<file path="config.mk">
export PLATFORM = sky130hd
export DESIGN_NAME = crop_pad_embed
export DESIGN_NICKNAME = d
export VERILOG_FILES = /design/src/rtl/crop_pad_embed.sv
export SDC_FILE = /design/constraint.sdc
export NUM_CORES = 1
export LEC_CHECK = 0
export CORE_ASPECT_RATIO = 1.4
export CORE_MARGIN = 2
export CORE_UTILIZATION = 35
export CTS_CLUSTER_DIAMETER = 60
export DETAILED_ROUTE_END_ITERATION = 8
export GPL_TIMING_DRIVEN = 0
export HOLD_SLACK_MARGIN = 0.06
export PLACE_DENSITY = 0.64
export SETUP_SLACK_MARGIN = 0.02
export SLEW_MARGIN = 20
export SYNTH_ARGS = -nofsm -noshare
export SYNTH_HDL_FRONTEND = slang
export SYNTH_SLANG_ARGS = --single-unit
</file>
<file path="constraint.sdc">
create_clock -name clk -period 2.4 [get_ports clk]
set_input_delay 0.24 -clock clk [delete_from_list [all_inputs] [get_ports clk]]
set_output_delay 0.24 -clock clk [all_outputs]
set_load 0.05 [all_outputs]
</file>
<file path="src/rtl/crop_pad_embed.sv">
`timescale 1ns/1ps
`default_nettype none
// =============================================================================
// crop_pad_embed : places a cropped raster stream into a larger frame, padding
//                  every position outside the window with a constant pixel.
// Revision       : 1.0  initial release
// =============================================================================
module crop_pad_embed #(
   parameter int PIXEL_BIT_WIDTH = 12,
   parameter int IN_ROWS         = 20,
   parameter int IN_COLS         = 20,
   parameter int OUT_ROWS        = 40,
   parameter int OUT_COLS        = 40,
   parameter int Y_1             = 10,
   parameter int X_1             = 10,
   parameter logic [PIXEL_BIT_WIDTH-1:0] PAD_VALUE = '0
) (
   input  logic                       clk,
   input  logic                       reset,
   input  logic [PIXEL_BIT_WIDTH-1:0] pixel_in_TDATA,
   input  logic                       pixel_in_TVALID,
   output logic                       pixel_in_TREADY,
   output logic [PIXEL_BIT_WIDTH-1:0] pixel_out_TDATA,
   output logic                       pixel_out_TVALID,
   input  logic                       pixel_out_TREADY,
   output logic                       pixel_out_TUSER,
   output logic                       pixel_out_TLAST,
   output logic                       busy
);

   localparam int c_XW = $clog2(OUT_COLS) + 1;
   localparam int c_YW = $clog2(OUT_ROWS) + 1;
   localparam logic [c_XW-1:0] c_X_LO   = c_XW'(X_1);
   localparam logic [c_XW-1:0] c_X_HI   = c_XW'(X_1 + IN_COLS);
   localparam logic [c_XW-1:0] c_X_LAST = c_XW'(OUT_COLS - 1);
   localparam logic [c_YW-1:0] c_Y_LO   = c_YW'(Y_1);
   localparam logic [c_YW-1:0] c_Y_HI   = c_YW'(Y_1 + IN_ROWS);
   localparam logic [c_YW-1:0] c_Y_LAST = c_YW'(OUT_ROWS - 1);

   generate
      if ((Y_1 + IN_ROWS > OUT_ROWS) || (X_1 + IN_COLS > OUT_COLS)) begin : g_bad_geometry
         $error("crop_pad_embed: input window does not fit inside the output frame");
      end
   endgenerate

   typedef enum logic [0:0] {
      S_IDLE = 1'b0,
      S_RUN  = 1'b1
   } state_t;

   state_t                     r_state;
   logic [c_XW-1:0]            r_x;
   logic [c_YW-1:0]            r_y;
   logic [PIXEL_BIT_WIDTH-1:0] r_data;
   logic                       r_valid;
   logic                       r_user;
   logic                       r_last;

   logic w_in_win;
   logic w_out_free;
   logic w_load;
   logic w_x_end;
   logic w_y_end;

   assign w_in_win   = (r_y >= c_Y_LO) && (r_y < c_Y_HI) && (r_x >= c_X_LO) && (r_x < c_X_HI);
   assign w_out_free = !r_valid || pixel_out_TREADY;
   assign w_x_end    = (r_x == c_X_LAST);
   assign w_y_end    = (r_y == c_Y_LAST);
   // Pad positions advance without waiting for input; window positions need a pixel.
   assign w_load     = (r_state == S_RUN) && w_out_free && (w_in_win ? pixel_in_TVALID : 1'b1);

   assign pixel_in_TREADY  = (r_state == S_RUN) && w_in_win && w_out_free;
   assign pixel_out_TDATA  = r_data;
   assign pixel_out_TVALID = r_valid;
   assign pixel_out_TUSER  = r_user;
   assign pixel_out_TLAST  = r_last;
   assign busy             = (r_state == S_RUN) || r_valid;

   always_ff @(posedge clk) begin
      if (reset) begin
         r_state <= S_IDLE;
         r_x     <= '0;
         r_y     <= '0;
         r_data  <= '0;
         r_valid <= 1'b0;
         r_user  <= 1'b0;
         r_last  <= 1'b0;
      end else begin
         if (w_load) begin
            r_data  <= w_in_win ? pixel_in_TDATA : PAD_VALUE;
            r_user  <= (r_x == '0) && (r_y == '0);
            r_last  <= w_x_end;
            r_valid <= 1'b1;
         end else if (pixel_out_TREADY) begin
            r_valid <= 1'b0;
         end

         case (r_state)
            S_IDLE: begin
               if (pixel_in_TVALID) begin
                  r_state <= S_RUN;
                  r_x     <= '0;
                  r_y     <= '0;
               end
            end
            S_RUN: begin
               if (w_load) begin
                  if (w_x_end) begin
                     r_x <= '0;
                     if (w_y_end) begin
                        r_y     <= '0;
                        r_state <= S_IDLE;
                     end else begin
                        r_y <= r_y + c_YW'(1);
                     end
                  end else begin
                     r_x <= r_x + c_XW'(1);
                  end
               end
            end
            default: r_state <= S_IDLE;
         endcase
      end
   end

endmodule
`default_nettype wire

</file>
==> results.tsv, run 1 <==
metric	value	unit
status	finished, final reports clean	
CP startpoint kind	register	
# hold bufs at CTS	0	
Lkg Pwr	0.729	nW
CTS Sinks	30	
FF+latch area	601	sq um
period utilization	89.6	%
IO Port Bufs	32	
crit path max fanout	4	
Setup Skew	0.00325	ns
P per Cell Area	549	mW/mm^2
Via density	5.49	
Die Y	81.9	um
WHS Endpoint	pixel_out_TLAST$_SDFFE_PP0P_	
core area	0.00420	sq mm
final net count	229	
Max-Cap Viols	0	
Post-Synthesis Cells	168	
antenna violations before repair	0	
Synthesis Warnings	0	
multi-input logic area	813	sq um
layout cell share with drive strength beyond 1	13.9	%
HP Start	pixel_out_TLAST$_SDFFE_PP0P_	
synthesized area per cell	9.03	sq um
IO Count	33	
global route overflow	0	
HPWL after DPL	2.67	mm
register area share after synthesis	39.6	%
worst setup path class	reg2out	
TritonCTS clock tree	yes	
wire per inst	14.0	um
Initial Util	36.1	%
Peak Freq	465	MHz
antenna-violating nets left	0	
Synth async-reset ratio	0	%
Area Overhead vs Synth	31.8	%
WHS Path Cells	2	
Yosys top cell by area	dfxtp_1	
Setup violations, final	0	
# diodes	0	
die area	0.00488	sq mm
worst slew pin tran	0.765	ns
first drt pass iteration count	4	
Worst EP required	2.16	ns
number of synthesized flops with an enable pin	0	
most common cell after layout, fill and taps aside	clkdlybuf4s50_1	
largest net degree at the start of global routing	11	
clock transition at the registers of the reported paths	0.06	ns
Placer Congestion	0.874	
Synth area leaders	dfxtp_1 40%, a22o_1 6.9%, ha_1 5.0%	
crit end category	primary output	
post-CTS setup buffers	0	
Setup TNS Final	0	ns
DRC Markers	0	
clk buf depth	2	
first-pass GRT wire length	6.04	mm
fin crit period	2.15	ns
max_slew headroom	48.5	%
top cell type's share of synthesized area	39.6	%
number of synthesized register bits	30	
via count	1388	
final hold viol count	0	
vias in the first global route	1364	
Hold Path Class	reg2reg	
Synth cell types	44	
CP arrival	1.91	ns
Main synth FF type	dfxtp_1	
RSZ-0062 raised after global routing	no	
Slew Limit Fails	0	
Post-Syn Area	0.00152	sq mm
Worst R2R Path Depth	7	
DRT iter0 DRCs	73	
reg2reg end	r_y[3]$_SDFFE_PP0P_	
Peak VDD IR	370	uV
number of fill cells	423	
syn nets	190	
clk_lat worst skew	0.28	ns
CTS Buf Count	5	
chip width	59.6	um
Core Rows	28	
final core occ	47.5	%
FF-to-FF Start	r_x[1]$_SDFFE_PP0P_	
most frequent cells in the layout	31 x clkdlybuf4s50_1, 30 x dfxtp_1, 14 x nand2_1, 14 x a21oi_1, 12 x a22o_1	
final WL	3.54	mm
H-tree depth	2	
clk root buf	clkbuf_8	
R2R setup slack	0.28	ns
Global Route Usage Sum	16.3	%
cell usage after synthesis (3+ instances only):
cell type   n
or4_1       3
a21oi_1    14
a22o_1     12
nor2_1      9
dfxtp_1    30
nand2_1    14
inv_1       9
o31ai_1     4
nand4_1     4
o21ai_0     6
ha_1        6
nor3_1      5
buf_6       3
nand3_1     9
or2_2       4
registers in the layout (all words and copies together) (netlist names):
| name | count |
|---|---|
| r_x | 7 |
| pixel_out_TVALID | 1 |
| r_state | 1 |
| r_y | 7 |
| pixel_out_TUSER | 1 |
| pixel_out_TLAST | 1 |
| pixel_out_TDATA | 12 |
where the power goes:
group	total [mW]	switching (mW)	internal [mW]
clock network	0.470	0.181	0.289
logic	0.114	0.0655	0.0487
registers	0.513	0.00783	0.505
layout make-up:
cell class	count	area share (%)
buffer	8	3.44
clock buffer	8	5.51
timing repair buffer	32	15.8
tap	45	2.82
inverter	9	1.69
sequential	30	30.1
multi-input combinational	121	40.7
metal layers:
metal	wire length [um]	GRT usage (%)	up-vias
met4	65	7.78	0
met5	0	0	-
met3	145	4.72	9
li1	-	-	701
met1	1540	19.3	643
met2	1790	26.6	35
through the flow:
stage          std cells  setup WS [ns]  instance area (sq um)  hold WS, ns  total power [mW]
5_1_grt              253         0.0471                   2000        0.496              1.15
4_1_cts              253         0.0868                   2000        0.475              1.11
2_1_floorplan        168          0.455                   1520        0.342             0.586
3_3_place_gp         245         0.0467                   1890        0.457             0.638
6_report             253          0.249                   2000        0.471              1.10
3_5_place_dp         245         0.0332                   1890        0.454             0.639
how the worst max path moves through the flow:
stage / startpoint / end / slack [ns] / depth (start not counted)
6_report: r_y[0]$_SDFFE_PP0P_ / pixel_in_TREADY / 0.25 / 7
5_1_grt: r_x[1]$_SDFFE_PP0P_ / r_y[3]$_SDFFE_PP0P_ / 0.05 / 7
4_1_cts: r_y[0]$_SDFFE_PP0P_ / pixel_in_TREADY / 0.09 / 7
3_5_place_dp: r_y[0]$_SDFFE_PP0P_ / pixel_in_TREADY / 0.03 / 7
3_3_place_gp: r_y[1]$_SDFFE_PP0P_ / pixel_in_TREADY / 0.05 / 6
2_1_floorplan: r_x[5]$_SDFFE_PP0P_ / pixel_in_TREADY / 0.45 / 4
cells by family after synthesis:
group | count (synthesis) | share of synthesized area, %
AND/OR/NAND/NOR | 63 | 23.8
AO/OA/AOI/OAI | 50 | 23.5
flip-flops | 30 | 39.6
buffers and inverters | 17 | 6.77
adder cells (fa/ha/maj) | 6 | 4.95
multiplexers | 2 | 1.32
repair_timing:
action	in CTS	in global routing
endpoints found under the setup margin	1	1
gates cloned	0	0
gates resized for setup	3	2
critical path: stages (launching register included):
cell and delay [ns]:
dfxtp_1 0.36, inv_1 0.09, ha_1 0.20, o31a_1 0.25
o2111ai_2 0.27, o21bai_1 0.19, nor2_1 0.06, buf_2 0.21
Note: power is estimated with default switching activity, not from simulation.
==> run 2: changes to the inputs <==
CORE_MARGIN = 8   (was 2)
DONT_BUFFER_PORTS = 1   (was unset)
PLACE_DENSITY = 0.54   (was 0.64)
==> run 2 against run 1 <==
Compared with the run above: worst hold slack lost 0.38 ns; via count shrank 6.1%; critical path type is now reg2reg; clock-buffer cell count shrank 1; highest routed layer unchanged; final area shrank 16%; clock power shrank 11%; worst setup slack lost 0.043 ns; routed wire length grew 7.8%; register-to-register slack lost 0.07 ns; global-route usage shrank 4.5 points; sequential power grew 2%.
==> results.tsv, run 2 (same netlist as run 1, synthesis figures left out) <==
metric	value	unit	change
die area	0.00672	sq mm	+38%
final net count	198		-14%
TritonCTS clock tree	yes		
CP startpoint kind	register		
Setup TNS Final	0	ns	unchanged
P per Cell Area	600	mW/mm^2	+9.2%
H-tree depth	2		unchanged
final WL	3.82	mm	+7.8%
CP bufs+invs	1		-1
status	finished, final reports clean		
Hold Path Class	in2reg		
RSZ-0062 raised after global routing	no		
crit-path cells	ha_1 > nand4b_1 > nor4b_4 > buf_2 > a21boi_0 > a2bb2oi_1 > nor2_1		
wire per inst	17.2	um	+23%
Die Y	93.9	um	+15%
Peak Freq	456	MHz	-2.0%
DRT iter0 DRCs	40		-45%
fin crit period	2.19	ns	+0.0432 ns
final worst setup slack	0.206	ns	-0.0432 ns
first drt pass iteration count	4		unchanged
Initial Util	36.1	%	unchanged
# diodes	0		unchanged
Area Overhead vs Synth	11.1	%	
Peak VDD IR	463	uV	+25%
Tot Pwr	1.01	mW	-7.9%
Via density	5.87		+7.1%
clock transition at the registers of the reported paths	0.06	ns	about the same
period utilization	91.4	%	+1.8 points
Worst EP required	2.55	ns	+0.39 ns
final hold viol count	0		unchanged
CP arrival	2.34	ns	+0.43 ns
clk_lat worst skew	0.28	ns	about the same
Max-Cap Viols	0		unchanged
Core Rows	28		unchanged
CP delay by family, top	simple AND/OR/NAND/NOR gates		
IO Port Bufs	0		-100%
Final Cell Area	0.00169	sq mm	-16%
Global Route Usage Sum	11.8	%	-4.5 points
max reg flops	12		unchanged
via count	1304		-6.1%
core area	0.00420	sq mm	unchanged
pre-CTS setup slack	0.276	ns	+0.242 ns
HPWL after DPL	2.85	mm	+6.6%
Lkg Pwr	0.611	nW	-16%
Slew Limit Fails	0		unchanged
chip width	71.6	um	+20%
final core occ	40.1	%	-7.4 points
CTS Sinks	30		unchanged
Setup violations, final	0		unchanged
most common cell after layout, fill and taps aside	dfxtp_1		
slowest CP cell	dfxtp_1		
Setup Skew	0.00285	ns	-0.000406 ns
IO Count	33		unchanged
layout cell share with drive strength beyond 1	15.8	%	+1.9 points
CTS Buf Count	5		unchanged
crit path max fanout	10		+6
worst setup path class	reg2reg		
clk buf depth	2		unchanged
DRC Markers	0		unchanged
crit-path max cell delay	0.46	ns	+0.10 ns
antenna-violating nets left	0		unchanged
vias in the first global route	1288		-5.6%
most frequent cells in the layout	30 x dfxtp_1, 14 x nand2_1, 14 x a21oi_1		
Placer Congestion	0.864		-1.1%
max_slew headroom	52.6	%	+4.2 points
antenna violations before repair	0		unchanged
global route overflow	0		unchanged
post-CTS setup buffers	0		unchanged
worst slew pin tran	0.703	ns	-0.0617 ns
first-pass GRT wire length	6.29	mm	+4.2%
crit end category	register		
clk root buf	clkbuf_8		
DP Area	0.00157	sq mm	-17%
largest net degree at the start of global routing	11		unchanged
run 2: final timing paths:
path	from	end	slack [ns]	cells past startpoint
hold / removal	pixel_in_TDATA[0]	pixel_out_TDATA[0]$_SDFFE_PP0P_	0.09	1
setup / recovery	r_x[1]$_SDFFE_PP0P_	r_y[3]$_SDFFE_PP0P_	0.21	7
setup reg to reg	r_x[1]$_SDFFE_PP0P_	r_y[3]$_SDFFE_PP0P_	0.21	7
hold reg to reg	r_x[5]$_SDFFE_PP0P_	r_x[5]$_SDFFE_PP0P_	0.52	2
run 2: power by group:
part | total, mW | internal, mW | switching, mW | leakage, nW
clock | 0.416 | 0.231 | 0.185 | 0.0482
sequential | 0.524 | 0.505 | 0.0195 | 0.242
combinational | 0.0700 | 0.0212 | 0.0488 | 0.320
total | 1.01 | 0.757 | 0.254 | 0.611
run 2: worst register-to-register path, cell delays in order (launching register included):
cell,delay (ns)
dfxtp_1,0.46
ha_1,0.29
nand4b_1,0.23
nor4b_4,0.34
buf_2,0.28
a21boi_0,0.23
a2bb2oi_1,0.19
nor2_1,0.06
run 2: repair_timing:
| item | in CTS | in global routing |
|---|---|---|
| pin swaps | 0 | 0 |
| setup endpoints to repair | 1 | 1 |
| gates resized for setup | 1 | 1 |
| hold endpoints to repair | 1 | 0 |
| hold buffers | 1 | 0 |
run 2: area by class of cell:
type | instances | area, sq um
Clock inverter | 1 | 5.00
Inverter | 9 | 33.8
Clock buffer | 7 | 86.3
Buffer | 8 | 68.8
Tap cell | 45 | 56.3
Timing Repair Buffer | 1 | 10.0
Sequential cell | 30 | 601
Multi-Input combinational cell | 121 | 825
Fill cell | 446 | 2520
run 2: metal layers:
layer / vias up / share of wire (%) / track usage (%)
li1: 639 / - / -
met5: - / 0 / 0
met2: 27 / 51 / 19.7
met4: 0 / 2.5 / 6.15
met1: 631 / 43 / 13.1
met3: 7 / 4.1 / 3.53
run 2: per-stage QoR:
stage                     cells  hold slack (ns)
after CTS                   222           0.0799
after floorplan             168            0.342
after global routing        222           0.0799
final                       222           0.0903
after global placement      213            0.347
after detailed placement    213            0.352
